<file path="src/rtl/fifo_rd_adapter.sv">
// fifo_rd_adapter
// Turns a FIFO pop interface with one cycle of read latency into a
// valid/ready stream. A 2-entry in-order skid buffer absorbs the word that is
// already in flight when the downstream stalls.
//
// Optional feature (FIFO_RD_ADAPTER_CNT_EN):
//   defined   -> word_cnt counts completed stream transfers (wraps at 16 bits)
//   undefined -> word_cnt is tied to zero and no counter is built
//
// The reset is synchronous and active high, sampled on rd_clk.

module fifo_rd_adapter #(
  parameter int data_width = 8
) (
  input  logic                  rd_clk,
  input  logic                  rst,
  input  logic                  fifo_empty,
  input  logic [data_width-1:0] fifo_rdata,
  input  logic                  fifo_valid,
  output logic                  fifo_rd,
  output logic [data_width-1:0] out_data,
  output logic                  out_valid,
  input  logic                  out_ready,
  output logic [15:0]           word_cnt,
  output logic                  err_unexpected
);

  // Skid buffer storage and bookkeeping
  logic [data_width-1:0] mem [2];
  logic                  head;
  logic                  tail;
  logic [1:0]            count;
  logic                  pending;   // fifo_rd was high last cycle, data arrives now

  logic                  pop;
  logic                  push;
  logic [2:0]            occupancy; // buffered words plus the one in flight

  // Buffered plus in-flight words; never more than 2, so a new pop request is
  // allowed only when a slot is free now or one is being freed this cycle.
  assign occupancy = {1'b0, count} + {2'b00, pending};
  assign out_valid = !rst && (count != 2'd0);
  assign out_data  = mem[head];
  assign pop       = out_valid && out_ready;
  assign push      = !rst && fifo_valid && pending;
  assign fifo_rd   = !rst && !fifo_empty && ((occupancy < 3'd2) || pop);

  // Pointer, occupancy, in-flight and error-flag state
  always_ff @(posedge rd_clk) begin
    // NOTE: all sequential state uses non-blocking assignments so every
    // register samples the pre-edge values, regardless of statement order.
    if (rst) begin
      head           <= 1'b0;
      tail           <= 1'b0;
      count          <= 2'd0;
      pending        <= 1'b0;
      err_unexpected <= 1'b0;
    end else begin
      pending <= fifo_rd;

      if (push) begin
        tail <= ~tail;
      end

      if (pop) begin
        head <= ~head;
      end

      case ({push, pop})
        2'b10:   count <= count + 2'd1;
        2'b01:   count <= count - 2'd1;
        default: count <= count;
      endcase

      // A strobe nobody asked for is dropped and flagged until reset.
      if (fifo_valid && !pending) begin
        err_unexpected <= 1'b1;
      end
    end
  end

  // Data capture into the slot at the tail pointer
  always_ff @(posedge rd_clk) begin
    // NOTE: the data array is deliberately not reset; count/pointers decide
    // which entries are meaningful, so stale contents are never observed.
    if (push) begin
      mem[tail] <= fifo_rdata;
    end
  end

`ifdef FIFO_RD_ADAPTER_CNT_EN
  logic [15:0] xfer_cnt;

  // Completed-transfer counter, wraps naturally at 16 bits
  always_ff @(posedge rd_clk) begin
    if (rst) begin
      xfer_cnt <= 16'h0000;
    end else if (pop) begin
      xfer_cnt <= xfer_cnt + 16'h0001;
    end
  end

  assign word_cnt = xfer_cnt;
`else
  assign word_cnt = 16'h0000;
`endif

endmodule
</file>
<file path="config.mk">
export PLATFORM = sky130hd
export DESIGN_NAME = fifo_rd_adapter
export DESIGN_NICKNAME = d
export VERILOG_FILES = /design/src/rtl/fifo_rd_adapter.sv
export SDC_FILE = /design/constraint.sdc
export NUM_CORES = 1
export LEC_CHECK = 0
export CELL_PAD_IN_SITES_DETAIL_PLACEMENT = 0
export CELL_PAD_IN_SITES_GLOBAL_PLACEMENT = 1
export CORE_MARGIN = 1.5
export CORE_UTILIZATION = 34
export DETAILED_ROUTE_END_ITERATION = 7
export PLACE_DENSITY_LB_ADDON = 0.12
export SYNTH_ARGS = -nofsm -noshare
export SYNTH_HDL_FRONTEND = slang
export SYNTH_SLANG_ARGS = --single-unit
</file>
<file path="constraint.sdc">
create_clock -name rd_clk -period 3.4 [get_ports rd_clk]
set_input_delay 0.51 -clock rd_clk [delete_from_list [all_inputs] [get_ports rd_clk]]
set_output_delay 0.51 -clock rd_clk [all_outputs]
set_load 0.005 [all_outputs]
</file>
==> metrics <==
Max Cap Violations=0; CTS Buf Count=3; hold path start=err_unexpected; CTS clk-pin slew, worst paths=0.11 ns; clock power share=24.0%; Initial Utilization=36.03%; post-route cell area=1216 µm²; sequential share of the synthesized area=62.47%; placed cell areas=1190 µm²; Yosys cell types=19; CP endpoint kind=output port; Pleak=0.4406 nW; worst reg-to-reg setup slack=1.76 ns; Fin. Hold Viols=0; Resized cells post-CTS=0; Seq pwr share=65.5%; DR vias/cell=4.301; #FFs+latches synth=23; Cell Pwr Density=390.1 nW/µm²; fin crit share=69.46%; Die ar.=3255 µm²; Post-synth ARST share=0%; Die H=57.06 µm; CP max stage delay=0.57 ns; R2R depth=3; worst path cell trace=clkdlybuf4s50_1 -> nor3_1 -> clkdlybuf4s50_1; Mapped Area=993.5 µm²; status=complete, no violations; post-synthesis area per instance=12.74 µm²; CP Max Fanout=10; routed vias=572; VDD IR max=0.2209 mV; number of diodes=0; GPL Wtd Cong=0.6512; share of cells above drive strength 1=11.76%; worst hold path class=reg2reg; DRT Pass-1 Iters=2; DRC=0; Sw Pwr=0.09230 mW; Slew @ Worst Pin=0.6840 ns; clk sinks=23; nets=117; Critical R2R Capture=mem[1][6]; CTS root buffer=clkbuf_4; startpoint type of the worst setup path=primary input; Synthesis Warnings=0; CTS tree=yes; Longest Clk Path Bufs=2; RSZ-0062 raised after global routing=no; initial antenna violation count=0; vias in the first global route=537; post-CTS setup buffer count=0; fmax=423.5 MHz; Die Wd=57.06 µm; Final HPWL DP=1.058 mm; Ports=40; Top cell by count, worst path=clkdlybuf4s50_1; Final min period=2.362 ns; sw frac=19.46%; setup total negative slack=0 ns; Hold Path Stages=2; GRT overflow=0; Final ANT Viol Nets=0; fin. max-slew vios=0; WS Path Type=in2out; wire per inst=10.50 µm; DRT iter0 DRCs=4; Mapped Cells=78; CTS H-Tree Depth=1; slowest stage cell on the critical path=clkdlybuf4s50_1; clk_lat worst skew=0.29 ns; final setup vio count=0; largest net degree at the start of global routing=13; Area growth syn-to-layout=22.42%; relative slew slack=54.23%; total track usage=9.156%; most frequent cells in the layout=clkdlybuf4s50_1, conb_1, edfxtp_1; combinational power share=10.5%; core area=2758 µm²; Routed Wire Length=1.397 mm; port bufs=23; CP required=2.89 ns; Power, Total=0.4744 mW; Hold EP=err_unexpected; # rows=19; top_reg_cell synth=edfxtp_1; Data arrival, critical path=1.85 ns; internal power=0.3821 mW; worst r2r src=pending; Clock Skews=0.001362 ns; commonest non-fill, non-tap cell in the layout=clkdlybuf4s50_1; Post-CTS Hold Buffers=0; number of enable flip-flop cells after synthesis=16; first-pass GRT wire length=2.263 mm
## how the worst max path moves through the flow
stage | from | end | slack (ns) | depth (start not counted)
floorplan | rst | count[1] | 1.50 | 6
global placement | rst | mem[1][6] | 0.98 | 3
detailed placement | rst | mem[1][2] | 0.97 | 3
CTS | rst | fifo_rd | 1.03 | 3
global route | rst | fifo_rd | 0.97 | 3
finish | rst | fifo_rd | 1.04 | 3
## synth_stat cells, drive strengths merged (2+ instances only)
library cell | instances | share of area [%]
o21ai | 2 | 1.0
xor2 | 2 | 1.8
nor3 | 2 | 1.0
mux2 | 8 | 9.1
edfxtp | 16 | 48
dfxtp | 7 | 14
xnor2 | 2 | 1.8
buf | 17 | 13
nor2 | 10 | 3.8
a21oi | 3 | 1.5
inv | 2 | 0.76
## power by group through the flow
stage | sequential [mW] | clock (mW) | combinational, mW
after floorplan | 0.315 | 0 | 0.0363
after global routing | 0.312 | 0.136 | 0.0555
after detailed placement | 0.317 | 0 | 0.0500
after CTS | 0.311 | 0.124 | 0.0504
after global placement | 0.317 | 0 | 0.0500
final | 0.311 | 0.114 | 0.0500
## registers in the layout, summed over array words and instances (netlist names), named ones only
name            flops
mem                16
count               2
err_unexpected      1
head                1
pending             1
tail                1
## critical path, delay by kind of cell
family	cells	cell delay, ns
simple gates	1	0.24
buf+inv	2	1.10
## per-stage QoR
stage | util [%] | cells | hold WS (ns) | worst slack (ns)
global placement | 43.15 | 129 | 0.4909 | 0.9802
detailed placement | 43.15 | 129 | 0.4579 | 0.9696
global route | 44.10 | 133 | 0.5523 | 0.9690
floorplan | - | 93 | 0.4604 | 1.504
finish | 44.10 | 133 | 0.4903 | 1.038
CTS | 44.10 | 133 | 0.4962 | 1.031
## per-layer routing
layer	vias to the layer above	global-route usage, %	wire length [µm]	part of all wire, %
met3	2	2.948	93	6.7
met5	-	0	0	0
met2	22	15.44	712	51
li1	280	-	-	-
met4	0	3.987	13	0.93
met1	268	10.69	578	41
## cell type report
class,instances,area (µm²)
well taps,31,38.79
flip-flops and latches,23,620.6
inverters,2,7.507
repair buffers,23,230.2
multi-input cells,50,292.8
fillers,275,1541
clock buffers,4,26.28
## cells by family after synthesis
kind of cell / synth area share (%)
fa+ha+maj: 1.259
other cells: 0.3775
flops: 62.47
simple gates: 7.054
buf+inv: 13.73
xor+xnor: 3.527
compound gates: 2.518
mux: 9.068
Note: power is estimated with default switching activity, not from simulation.
